File: src/rtl/shared_value_arbiter.sv
// -----------------------------------------------------------------------------
// shared_value_arbiter
//
// Shares one WIDTH-bit value bus between NREQ requesters that all drive a
// common net. Requesters are served round-robin with a bounded hold time
// while others wait; a force override pre-empts every requester. The bus
// value is registered, and a one-cycle change strobe tells consumers when the
// registered value actually moved.
//
// Ports:
//   clk        in   clock, all state on the rising edge
//   rst        in   synchronous, active-high reset
//   req        in   [NREQ]        request per requester
//   req_data   in   [NREQ*WIDTH]  requester i value in bits [i*WIDTH +: WIDTH]
//   force_en   in   override enable
//   force_val  in   [WIDTH]       override value
//   grant      out  [NREQ]        one-hot grant, zero when idle or forced
//   owner      out  [3]           current grant holder index
//   forced     out  high while the override owns the bus
//   bus_val    out  [WIDTH]       registered bus value
//   bus_valid  out  bus_val is being driven (granted or forced)
//   changed    out  one-cycle pulse when bus_val differs from its last value
// -----------------------------------------------------------------------------
module shared_value_arbiter #(
  parameter int NREQ     = 2,
  parameter int WIDTH    = 4,
  parameter int MAX_HOLD = 4
) (
  input  logic                  clk,
  input  logic                  rst,
  input  logic [NREQ-1:0]       req,
  input  logic [NREQ*WIDTH-1:0] req_data,
  input  logic                  force_en,
  input  logic [WIDTH-1:0]      force_val,
  output logic [NREQ-1:0]       grant,
  output logic [2:0]            owner,
  output logic                  forced,
  output logic [WIDTH-1:0]      bus_val,
  output logic                  bus_valid,
  output logic                  changed
);

  localparam int HOLD_W = (MAX_HOLD < 2) ? 1 : $clog2(MAX_HOLD + 1);
  localparam logic [HOLD_W-1:0] HOLD_MAX = HOLD_W'(MAX_HOLD);

  localparam logic [1:0] S_IDLE   = 2'd0;
  localparam logic [1:0] S_GRANT  = 2'd1;
  localparam logic [1:0] S_FORCED = 2'd2;

  logic [1:0]        state;
  logic [2:0]        ptr;
  logic [HOLD_W-1:0] hold_cnt;

  logic              holder_req;
  logic              others_req;
  logic [WIDTH-1:0]  holder_data;
  logic              keep;
  logic              win_found;
  logic [2:0]        win_idx;
  logic [WIDTH-1:0]  win_data;
  logic [WIDTH-1:0]  nxt_bus;

  // Round-robin distance of requester i from the pointer, modulo NREQ.
  function automatic int rr_dist(input int i, input logic [2:0] p);
    int d;
    d = i - int'(p);
    if (d < 0) d = d + NREQ;
    return d;
  endfunction

  // Current holder's request/data and whether anyone else is waiting.
  always_comb begin
    holder_req  = 1'b0;
    holder_data = '0;
    others_req  = 1'b0;
    for (int i = 0; i < NREQ; i++) begin
      if (owner == 3'(i)) begin
        holder_req  = req[i];
        holder_data = req_data[i*WIDTH +: WIDTH];
      end else if (req[i]) begin
        others_req = 1'b1;
      end
    end
  end

  // The holder keeps the bus unless it releases or has used up its hold
  // budget while someone else waits.
  assign keep = (state == S_GRANT) && holder_req &&
                !((hold_cnt == HOLD_MAX) && others_req);

  // Winner search. While in GRANT the holder is excluded: either it released
  // (req already low) or it is being rotated out.
  always_comb begin
    int best_d;
    best_d    = NREQ;
    win_found = 1'b0;
    win_idx   = 3'd0;
    win_data  = '0;
    for (int i = 0; i < NREQ; i++) begin
      if (req[i] && !((state == S_GRANT) && (owner == 3'(i))) &&
          (rr_dist(i, ptr) < best_d)) begin
        best_d    = rr_dist(i, ptr);
        win_found = 1'b1;
        win_idx   = 3'(i);
        win_data  = req_data[i*WIDTH +: WIDTH];
      end
    end
  end

  // With no winner the bus keeps its last value even though it goes invalid.
  always_comb begin
    if (force_en)       nxt_bus = force_val;
    else if (keep)      nxt_bus = holder_data;
    else if (win_found) nxt_bus = win_data;
    else                nxt_bus = bus_val;
  end

  // Registered outputs and control state
  always_ff @(posedge clk) begin
    if (rst) begin
      state     <= S_IDLE;
      ptr       <= 3'd0;
      hold_cnt  <= '0;
      grant     <= '0;
      owner     <= 3'd0;
      forced    <= 1'b0;
      bus_val   <= '0;
      bus_valid <= 1'b0;
      changed   <= 1'b0;
    end else begin
      bus_val <= nxt_bus;
      changed <= (nxt_bus != bus_val);
      if (force_en) begin
        // ptr and hold_cnt stay frozen while forced
        state     <= S_FORCED;
        grant     <= '0;
        forced    <= 1'b1;
        bus_valid <= 1'b1;
      end else begin
        forced <= 1'b0;
        if (keep) begin
          if (hold_cnt != HOLD_MAX) hold_cnt <= hold_cnt + HOLD_W'(1);
        end else if (win_found) begin
          state     <= S_GRANT;
          grant     <= NREQ'(1) << win_idx;
          owner     <= win_idx;
          hold_cnt  <= HOLD_W'(1);
          ptr       <= (win_idx == 3'(NREQ - 1)) ? 3'd0 : win_idx + 3'd1;
          bus_valid <= 1'b1;
        end else begin
          state     <= S_IDLE;
          grant     <= '0;
          bus_valid <= 1'b0;
        end
      end
    end
  end

endmodule

File: config.mk
export PLATFORM = sky130hd
export DESIGN_NAME = shared_value_arbiter
export DESIGN_NICKNAME = d
export VERILOG_FILES = /design/src/rtl/shared_value_arbiter.sv
export SDC_FILE = /design/constraint.sdc
export NUM_CORES = 1
export LEC_CHECK = 0
export ABC_AREA = 1
export BUFFER_PORTS_ARGS = -buffer_cell sky130_fd_sc_hd__buf_2
export CELL_PAD_IN_SITES_DETAIL_PLACEMENT = 1
export CELL_PAD_IN_SITES_GLOBAL_PLACEMENT = 2
export CORE_MARGIN = 2
export CORE_UTILIZATION = 28
export DETAILED_ROUTE_END_ITERATION = 8
export GPL_TIMING_DRIVEN = 0
export PLACE_DENSITY = 0.83
export SLEW_MARGIN = 20
export SYNTH_ARGS = -nofsm -noshare
export SYNTH_HDL_FRONTEND = slang
export SYNTH_SLANG_ARGS = --single-unit
File: constraint.sdc
create_clock -name clk -period 3.94 [get_ports clk]
set_clock_uncertainty 0.2 [all_clocks]
set_input_delay 0.394 -clock clk [delete_from_list [all_inputs] [get_ports clk]]
set_output_delay 0.394 -clock clk [all_outputs]
set_load 0.03 [all_outputs]
==> impl_results.md, run 1 <==
- Vias per Instance: 4.408
- CTS Buf Count: 3
- Slowest stage delay, CP: 340 ps
- Most used routing layer: met2
- Clk Latency, worst-skew pair: 280 ps
- Hold/Removal Path Class: primary input to register
- Status: completed
- Pin count of the biggest net entering global routing: 11
- Slew @ Worst Pin: 545.5 ps
- Total GRT Usage: 0.1577
- Final Hold Fails: 0
- Crit path buf inv count: 2
- Post-synth EDFFs: 0
- Core ar.: 0.003416 mm2
- CP max FO: 8
- H-tree levels: 1
- Nets@finish: 213
- Seq pwr share: 0.469
- VDD IR max: 0.1768 mV
- Net Switching: 0.1363 mW
- GR Layer Usage met1: 0.1946
- Grt met2 use: 0.2826
- Initial antenna violation count: 0
- Most frequent cell on the critical path: nand2_1
- DP Worst Slack: 1775 ps
- # DRC: 0
- Filler cell count: 475
- Fmax: 461.5 MHz
- Netlist cell types: 26
- Final ANT Viol Nets: 0
- Post-DP Area: 0.001211 mm2
- Synthesized cell area: 0.001020 mm2
- RSZ-0062 raised after global routing: no
- Synthesized instance count: 162
- DRT Wirelength: 2875 um
- PortBufs: 26
- Largest cells by area after synthesis: dfxtp_1, nand2_1, inv_1
- Pleak: 0.6731 nW
- Worst Setup End Kind: register
- Arrival time worst endpoint: 2130 ps
- # resized after CTS: 0
- Gpl congestion: 0.7639
- Clock Power Share: 0.232
- Global-route wire length before repair: 5009 um
- Register area: 320.3 um2
- Final min period: 2167 ps
- Share of layout cells above drive strength 1: 0.2292
- Pint: 0.2455 mW
- Power Dens Cells: 309.4 mW/mm2
- DRT Pass-1 Iters: 4
- Fin. max-slew vios: 0
- Total number of vias: 1049
- Vias in the first global route: 1114
- Seq cells post-synth: 16
- Final HPWL DP: 2339 um
- CP Launch Type: register
- Clk sinks: 16
- Gr ovfl total: 0
- Initial DRC count: 34
- Maxcap violations: 0
- Syn. warnings: 0
- Critical Path, Cell by Cell: inv_1 -> ha_1 -> nand2_1 -> nor2_1 -> nand2_1 -> nand2_4 -> inv_1 -> nor2_1 -> nand2_1 -> nand2_1 -> nand2_1 -> nand2_1 -> nand2_1 -> nor2_1 -> nor2_1
- Setup Crit Path Kind: register to register
- Seq/Total Area, Yosys: 0.3141
- Family with the most delay on the worst path: simple AND/OR/NAND/NOR gates
- Clock transition at the registers of the reported paths: 100 ps
- CTS Buffer Depth: 2
- Max_slew headroom: 0.6363
- Total negative slack: 0 ps
- Sw frac: 0.3569
- # rows: 21
- CP max-delay cell: dfxtp_1
- Diode count: 0
- I/O pins: 29
- Hold-fix buffers, CTS: 0
- Comb power frac: 0.299
- Tcrit/Tclk final: 0.5500
- WP data required: 3910 ps
- CTS tree: built
- Synth Flop Type: dfxtp_1
- Multi-input gate area: 564.3 um2
- Die ar.: 0.004141 mm2
- Post-layout instance area: 0.001234 mm2
- CTS Root Cell: clkbuf_4
- Starting Density: 0.2985
- Post-DR wirelength/cell: 12.08 um
- Worst setup margin: 1773 ps
- Final setup violation count: 0
- Syn_area_per_cell: 6.295 um2
- Die extent in y: 64.35 um
- Fraction of registers with async set/reset: 0
- Yosys top cell by area: dfxtp_1
- Final core utilization: 0.3612
- Chip Width: 64.35 um
- Post-CTS setup buffers: 0
- Synthesis-to-finish area growth: 20.98%
- M3 GR Usage: 0.02113
- Synth top area share: 0.3141
-- state kept, by name, summed over array words and instances (netlist names) --
signal     flops
hold_cnt       3
owner          1
bus_valid      1
state          2
bus_val        4
grant          2
forced         1
ptr            1
changed        1
-- power groups by stage --
stage	combinational, mW	sequential (mW)	clock (mW)
global route	0.132	0.181	0.101
detailed placement	0.116	0.183	0
CTS	0.117	0.179	0.0949
floorplan	0.0649	0.197	0
finish	0.114	0.179	0.0884
global placement	0.112	0.182	0
-- cells by family (layout without fill, tap and decap cells) --
family | after synthesis | count (layout) | share of synthesized area
adder cells (fa/ha/maj) | 2 | 2 | 0.02454
AO/OA/AOI/OAI | 19 | 19 | 0.1104
buffers and inverters | 34 | 63 | 0.1362
flip-flops | 16 | 16 | 0.3141
other | 1 | 2 | 0.003677
AND/OR/NAND/NOR | 90 | 90 | 0.4111
-- final cells by class --
| cell class | count | share of cell area |
|---|---|---|
| repair buffers | 26 | 0.1055 |
| clock buffers | 3 | 0.01826 |
| plain buffers | 4 | 0.02130 |
| well taps | 46 | 0.04665 |
| multi-input cells | 113 | 0.4574 |
| flip-flops and latches | 16 | 0.2596 |
| inverters | 30 | 0.09128 |
-- per-layer routing --
layer,up-vias,share of wire
li1,557,-
met1,473,0.47
met2,17,0.49
met3,2,0.027
met4,0,0.0080
met5,-,0
-- stage by stage --
stage	hold slack (ps)	total power [mW]	instances
after floorplan	239.2	0.2623	163
after global placement	252.2	0.2943	235
after detailed placement	262.1	0.2989	235
after CTS	134.8	0.3909	238
after global routing	133.4	0.4143	238
final	144.5	0.3817	238
-- Yosys cell counts, types with 2 or more instances --
library cell	number
nand2_4	3
or2_2	2
dfxtp_1	16
nor2_1	12
nand3_1	19
inv_2	2
o21ai_0	8
buf_4	3
ha_1	2
nand2_1	47
a21oi_1	6
inv_1	28
-- worst paths after layout --
kind / startpoint / end / depth (start not counted) / slack [ps]
max: hold_cnt[0] / changed / 15 / 1770
min: rst / hold_cnt[2] / 2 / 140
max reg2reg: hold_cnt[0] / changed / 15 / 1770
min reg2reg: ptr[0] / ptr[0] / 2 / 280
-- layout by cell type, fill, tap and decap left out, drive strengths merged --
master | synthesis | final
nor4 | 1 | 1
or2 | 3 | 3
a31oi | 1 | 1
clkbuf | 1 | 4
nand2 | 51 | 51
a211oi | 1 | 1
inv | 30 | 30
buf | 3 | 29
o21ai | 9 | 9
a21boi | 1 | 1
ha | 2 | 2
a21oi | 7 | 7
nor2 | 14 | 14
nand3b | 1 | 1
nand3 | 19 | 19
dfxtp | 16 | 16
conb | 1 | 2
and3 | 1 | 1
No activity file was read; power rests on OpenSTA's default activity.
==> run 2: changes to the inputs <==
- ABC_AREA: 1 -> 0
- CORE_UTILIZATION: 28 -> 30
- PLACE_DENSITY: 0.83 -> 0.78
- clock period: 3.94 -> 2 ns (I/O delays scaled with it)
==> run 2 against run 1 <==
Compared with the run above: the flow now finishes with violations (setup timing); global-route usage up 1.7 points; utilization increased by 7.0 points; via count grew 15%; synthesized cell count shrank 16%; cell area increased by 28%; largest cell class unchanged.
==> impl_results.md, run 2 <==
- Fin. max-slew vios: 0
- Total number of vias: 1202
- Starting Density: 0.3124
- Largest register FFs: 4
- Synth top area share: 0.2801
- Seq/Total Area, Yosys: 0.2801
- Top reg by flops: bus_val
- Post-synth EDFFs: 0
- Diode count: 0
- Synthesized instance count: 136
- Largest registers: bus_val (4), hold_cnt (3)
- Core ar.: 0.003661 mm2
- H-tree levels: 1
- CP max FO: 5
- Netlist cell types: 46
- Failing checks: setup timing
- Fin Hold WS: 63.25 ps
- Seq pwr share: 0.370
- Final HPWL DP: 2538 um
- Clock transition at the registers of the reported paths: 70 ps
- Clock Power Share: 0.301
- Worst Setup End Kind: register
- Fraction of registers with async set/reset: 0
- Final Hold Fails: 0
- Synth Flop Type: dfxtp_1
- Maxcap violations: 0
- Setup Crit Path Kind: register to register
- Worst setup margin: -22.95 ps
- VDD IR max: 0.2617 mV
- Post-DR wirelength/cell: 16.35 um
- Initial DRC count: 49
- # DRC: 0
- Die ar.: 0.004322 mm2
- Fmax: 494.3 MHz
- Tcrit/Tclk final: 1.011
- Total negative slack: -25.72 ps
- Pleak: 0.6482 nW
- Gr ovfl total: 0
- Hold-fix buffers, CTS: 0
- PortBufs: 24
- CP Launch Type: register
- Syn. warnings: 0
- Comb power frac: 0.329
- Pint: 0.6522 mW
- CTS tree: built
- Final setup violation count: 2
- Power Dens Cells: 612.8 mW/mm2
- Vias in the first global route: 1177
- Status: finished, violations left
- DRT Pass-1 Iters: 4
- Most common library cells after synthesis: dfxtp_1, nor2_1, a21oi_1
- Most common cell after layout, fill and taps aside: buf_2
- Syn_area_per_cell: 8.409 um2
- Final min period: 2023 ps
- Hold/Removal Path Class: primary input to register
- Gpl congestion: 0.8127
- RSZ-0062 raised after global routing: yes
- Global-route wire length before repair: 5844 um
- Sw frac: 0.3254
- Seq cells post-synth: 16
- I/O pins: 29
- Chip Width: 65.74 um
- Synthesis-to-finish area growth: 37.96%
- DRT Wirelength: 3647 um
- WP data required: 1930 ps
- CTS Buf Count: 3
- Net Switching: 0.3146 mW
- Initial antenna violation count: 0
- Nets@finish: 195
- Largest cells by area after synthesis: dfxtp_1, nor2_1, buf_6
- Clk sinks: 16
- CTS Buffer Depth: 2
- Share of layout cells above drive strength 1: 0.4514
- Vias per Instance: 5.390
- Final ANT Viol Nets: 0
- Arrival time worst endpoint: 1950 ps
- Clk Latency, worst-skew pair: 250 ps
- Pin count of the biggest net entering global routing: 11
- Total GRT Usage: 0.1750
- Die extent in y: 65.74 um
- CTS Root Cell: clkbuf_8
- Yosys top cell by area: dfxtp_1
- # rows: 22
- Most frequent cells in the layout: buf_2, nor2_1, dfxtp_1
- Synthesized cell area: 0.001144 mm2
-- run 2: changes by cell type in the layout (fill, tap and decap cells not counted), sizes merged, moves of 14 or more --
| cell | delta |
|---|---|
| buf | +14 |
| inv | -23 |
| nand2 | -44 |
| nand3 | -16 |
-- run 2: power by group through the flow --
stage,clock (mW),sequential [mW],combinational (mW)
3_5_place_dp,0,0.363,0.262
4_1_cts,0.300,0.358,0.297
2_1_floorplan,0,0.389,0.157
3_3_place_gp,0,0.362,0.256
5_1_grt,0.316,0.360,0.345
6_report,0.291,0.358,0.319
-- run 2: final timing paths --
path                     from  cells past startpoint  slack [ps]     endpoint
hold / removal            rst                      2          60   bus_val[0]
setup / recovery  hold_cnt[0]                      9         -20      changed
setup reg to reg  hold_cnt[0]                      9         -20      changed
hold reg to reg   hold_cnt[1]                      2         310  hold_cnt[1]
-- run 2: critical path, stage by stage (launching register included) --
cell       delay [ps]
dfxtp_4           350
inv_2              60
ha_4              140
nand3_1            80
a32o_2            300
buf_8             150
o2bb2ai_2         140
a21o_1            180
a21oi_2           170
a41oi_2           120
-- run 2: layout make-up --
| cell class | instances | area [um2] |
|---|---|---|
| plain buffers | 9 | 97.59 |
| inverters | 8 | 30.03 |
| well taps | 48 | 60.06 |
| clock buffers | 4 | 55.05 |
| repair buffers | 34 | 205.2 |
| multi-input cells | 104 | 800.8 |
| fillers | 442 | 2083 |
| flip-flops and latches | 16 | 329.1 |
-- run 2: timing repair --
action / in CTS / in global routing
gates cloned: 0 / 1
resized for setup: 18 / 12
pin swaps: 8 / 5
setup buffers: 5 / 4
hold endpoints to repair: 0 / 0
endpoints found under the setup margin: 4 / 5
-- run 2: metal layers --
| layer | share of wire | GRT usage |
|---|---|---|
| met1 | 0.47 | 0.2268 |
| met2 | 0.49 | 0.3005 |
| met3 | 0.026 | 0.03082 |
| met4 | 0.0099 | 0.03906 |
| met5 | 0 | 0 |
-- run 2: kinds of logic (layout without fill, tap and decap cells) --
group | count (synthesis) | count (layout) | synth area share
compound gates | 52 | 52 | 0.3392
fa+ha+maj | 2 | 2 | 0.02188
buf+inv | 17 | 55 | 0.1017
flops | 16 | 16 | 0.2801
mux | 5 | 5 | 0.04704
other cells | 1 | 2 | 0.003279
simple gates | 43 | 43 | 0.2068
-- run 2: through the flow --
step                std cells  setup WS (ps)  area (um2)  total power, mW    util
floorplan                 137          5.093        1151           0.5462       -
global placement          209         -190.2        1331           0.6184  0.3636
detailed placement        209         -199.8        1331           0.6253  0.3636
CTS                       218         -33.45        1505           0.9553  0.4111
global route              223         -115.7        1578            1.022  0.4310
finish                    223         -22.95        1578           0.9668  0.4310
==> run 3: changes to the inputs <==
- HOLD_SLACK_MARGIN: not set -> 0.02
- clock period: 2 -> 2.03 ns (I/O delays scaled with it)
==> run 3 against run 2 <==
Compared with the run above: critical endpoint unchanged; worst setup slack worse by 29 ps; combinational power fell by 3%; the run still ends with setup timing left; wire length down 1.7%; largest cell class unchanged; highest routed layer unchanged.
==> impl_results.md, run 3 (synthesized netlist as in run 2, its figures left out) <==
- Final min period: 2082 ps
- Nets@finish: 193
- Final setup violation count: 1
- Global-route wire length before repair: 5871 um
- Hold-fix buffers, CTS: 0
- Comb power frac: 0.347
- Sw frac: 0.3334
- Placed cells: 209
- Pleak: 0.6245 nW
- Grt met2 use: 0.3030
- Final Non-Filler Cells: 220
- Arrival time worst endpoint: 2000 ps
- Clk Latency, worst-skew pair: 250 ps
- Top reg by flops: bus_val
- Die ar.: 0.004322 mm2
- CP max-delay cell: or3b_4
- Maxcap violations: 0
- Core ar.: 0.003661 mm2
- CTS Buffer Depth: 2
- Worst setup margin: -51.59 ps
- Final ANT Viol Nets: 0
- Status: finished, violations left
- Clock Power Share: 0.261
- GR Layer Usage met1: 0.2227
- Final core utilization: 0.4221
- Fmax: 480.4 MHz
- CTS Buf Count: 3
- Gr ovfl total: 0
- H-tree levels: 1
- Power Dens Cells: 578.4 mW/mm2
- Critical Path, Cell by Cell: buf_6 -> or3b_4 -> o211ai_4 -> o22ai_1 -> a22oi_1 -> o311a_1 -> a41oi_2
- DRT Pass-1 Iters: 4
- Initial DRC count: 56
- Fin Hold WS: 51.48 ps
- Slowest stage delay, CP: 390 ps
- Vias per Instance: 5.350
- Chip Width: 65.74 um
- PortBufs: 24
- # rows: 22
- Pin count of the biggest net entering global routing: 11
- CTS tree: built
- Seq pwr share: 0.392
- Power, Total: 0.8938 mW
- Post-DR wirelength/cell: 16.29 um
- Diode count: 0
- DRT Wirelength: 3584 um
- Largest register FFs: 4
- VDD IR max: 0.3503 mV
- Pint: 0.5957 mW
- Total negative slack: -51.59 ps
- Clk sinks: 16
- CP Launch Type: register
- Most common cell after layout, fill and taps aside: buf_2
- Total number of vias: 1177
- WP data required: 1950 ps
- Vias in the first global route: 1213
- Clock transition at the registers of the reported paths: 60 ps
- Gpl congestion: 0.8558
- Failing checks: setup timing
- Final HPWL DP: 2558 um
- # DRC: 0
- Worst Setup End Kind: register
- Fin. max-slew vios: 0
- RSZ-0062 raised after global routing: yes
- Hold/Removal Path Class: primary input to register
- Die extent in y: 65.74 um
- Largest registers: bus_val (4), hold_cnt (3)
- Setup Crit Path Kind: register to register
- CP max FO: 10
- M3 GR Usage: 0.03596
- Initial antenna violation count: 0
- Most used routing layer: met2
- CTS Root Cell: clkbuf_8
- I/O pins: 29
- Synthesis-to-finish area growth: 35.12%
- Net Switching: 0.2980 mW
- Final Hold Fails: 0
- Tcrit/Tclk final: 1.025
- Total GRT Usage: 0.1767
- Share of layout cells above drive strength 1: 0.4535
- Most frequent cells in the layout: buf_2, nor2_1, dfxtp_1
- Starting Density: 0.3124
==> run 3: cell count changes in the layout (fill, tap and decap cells not counted), sizes merged <==
cell / before / now
clkbuf: 4 / 3
buf: 43 / 41
==> run 3: area by class of cell <==
class,count,area (um2)
Fill cell,456,2116
Multi-Input combinational cell,104,815.8
Sequential cell,16,330.3
Timing Repair Buffer,32,181.4
Buffer,9,86.33
Tap cell,48,60.06
Clock buffer,3,41.29
Inverter,8,30.03
==> run 3: path summary, 6_finish.rpt <==
check | cells past startpoint | startpoint | end | slack [ps]
worst max-delay path | 7 | owner[0] | changed | -50
worst min-delay path | 2 | rst | bus_val[2] | 50
worst max register to register | 7 | owner[0] | changed | -50
worst min register to register | 2 | hold_cnt[1] | hold_cnt[1] | 300
==> run 3: routing by layer <==
| layer | routed length (um) | share of wire |
|---|---|---|
| met1 | 1535 | 0.43 |
| met4 | 29 | 0.0081 |
| met3 | 162 | 0.045 |
| met2 | 1857 | 0.52 |
| met5 | 0 | 0 |
==> run 3: power by group through the flow <==
stage               logic [mW]  registers [mW]  clock network, mW
floorplan                0.154           0.384                  0
global placement         0.252           0.357                  0
detailed placement       0.257           0.359                  0
CTS                      0.288           0.353              0.243
global route             0.335           0.353              0.259
finish                   0.310           0.351              0.233
==> run 3: per-stage QoR <==
step                cell area, um2  setup slack, ps
floorplan                     1149            12.06
finish                        1545           -51.59
global route                  1545           -115.3
detailed placement            1329           -199.1
CTS                           1468           -28.36
global placement              1329           -160.9
==> run 3: critical path: cells and delay by family (launching register included) <==
| family | cells | cell delay [ps] |
|---|---|---|
| compound gates | 5 | 900 |
| flops | 1 | 330 |
| buf+inv | 1 | 140 |
| simple gates | 1 | 390 |
==> run 3: repair_timing <==
| item | 4_1_cts | 5_1_grt |
|---|---|---|
| pin swaps | 5 | 11 |
| gates cloned | 0 | 1 |
| setup buffers | 4 | 3 |
| endpoints found under the setup margin | 3 | 5 |
| resized for setup | 15 | 18 |
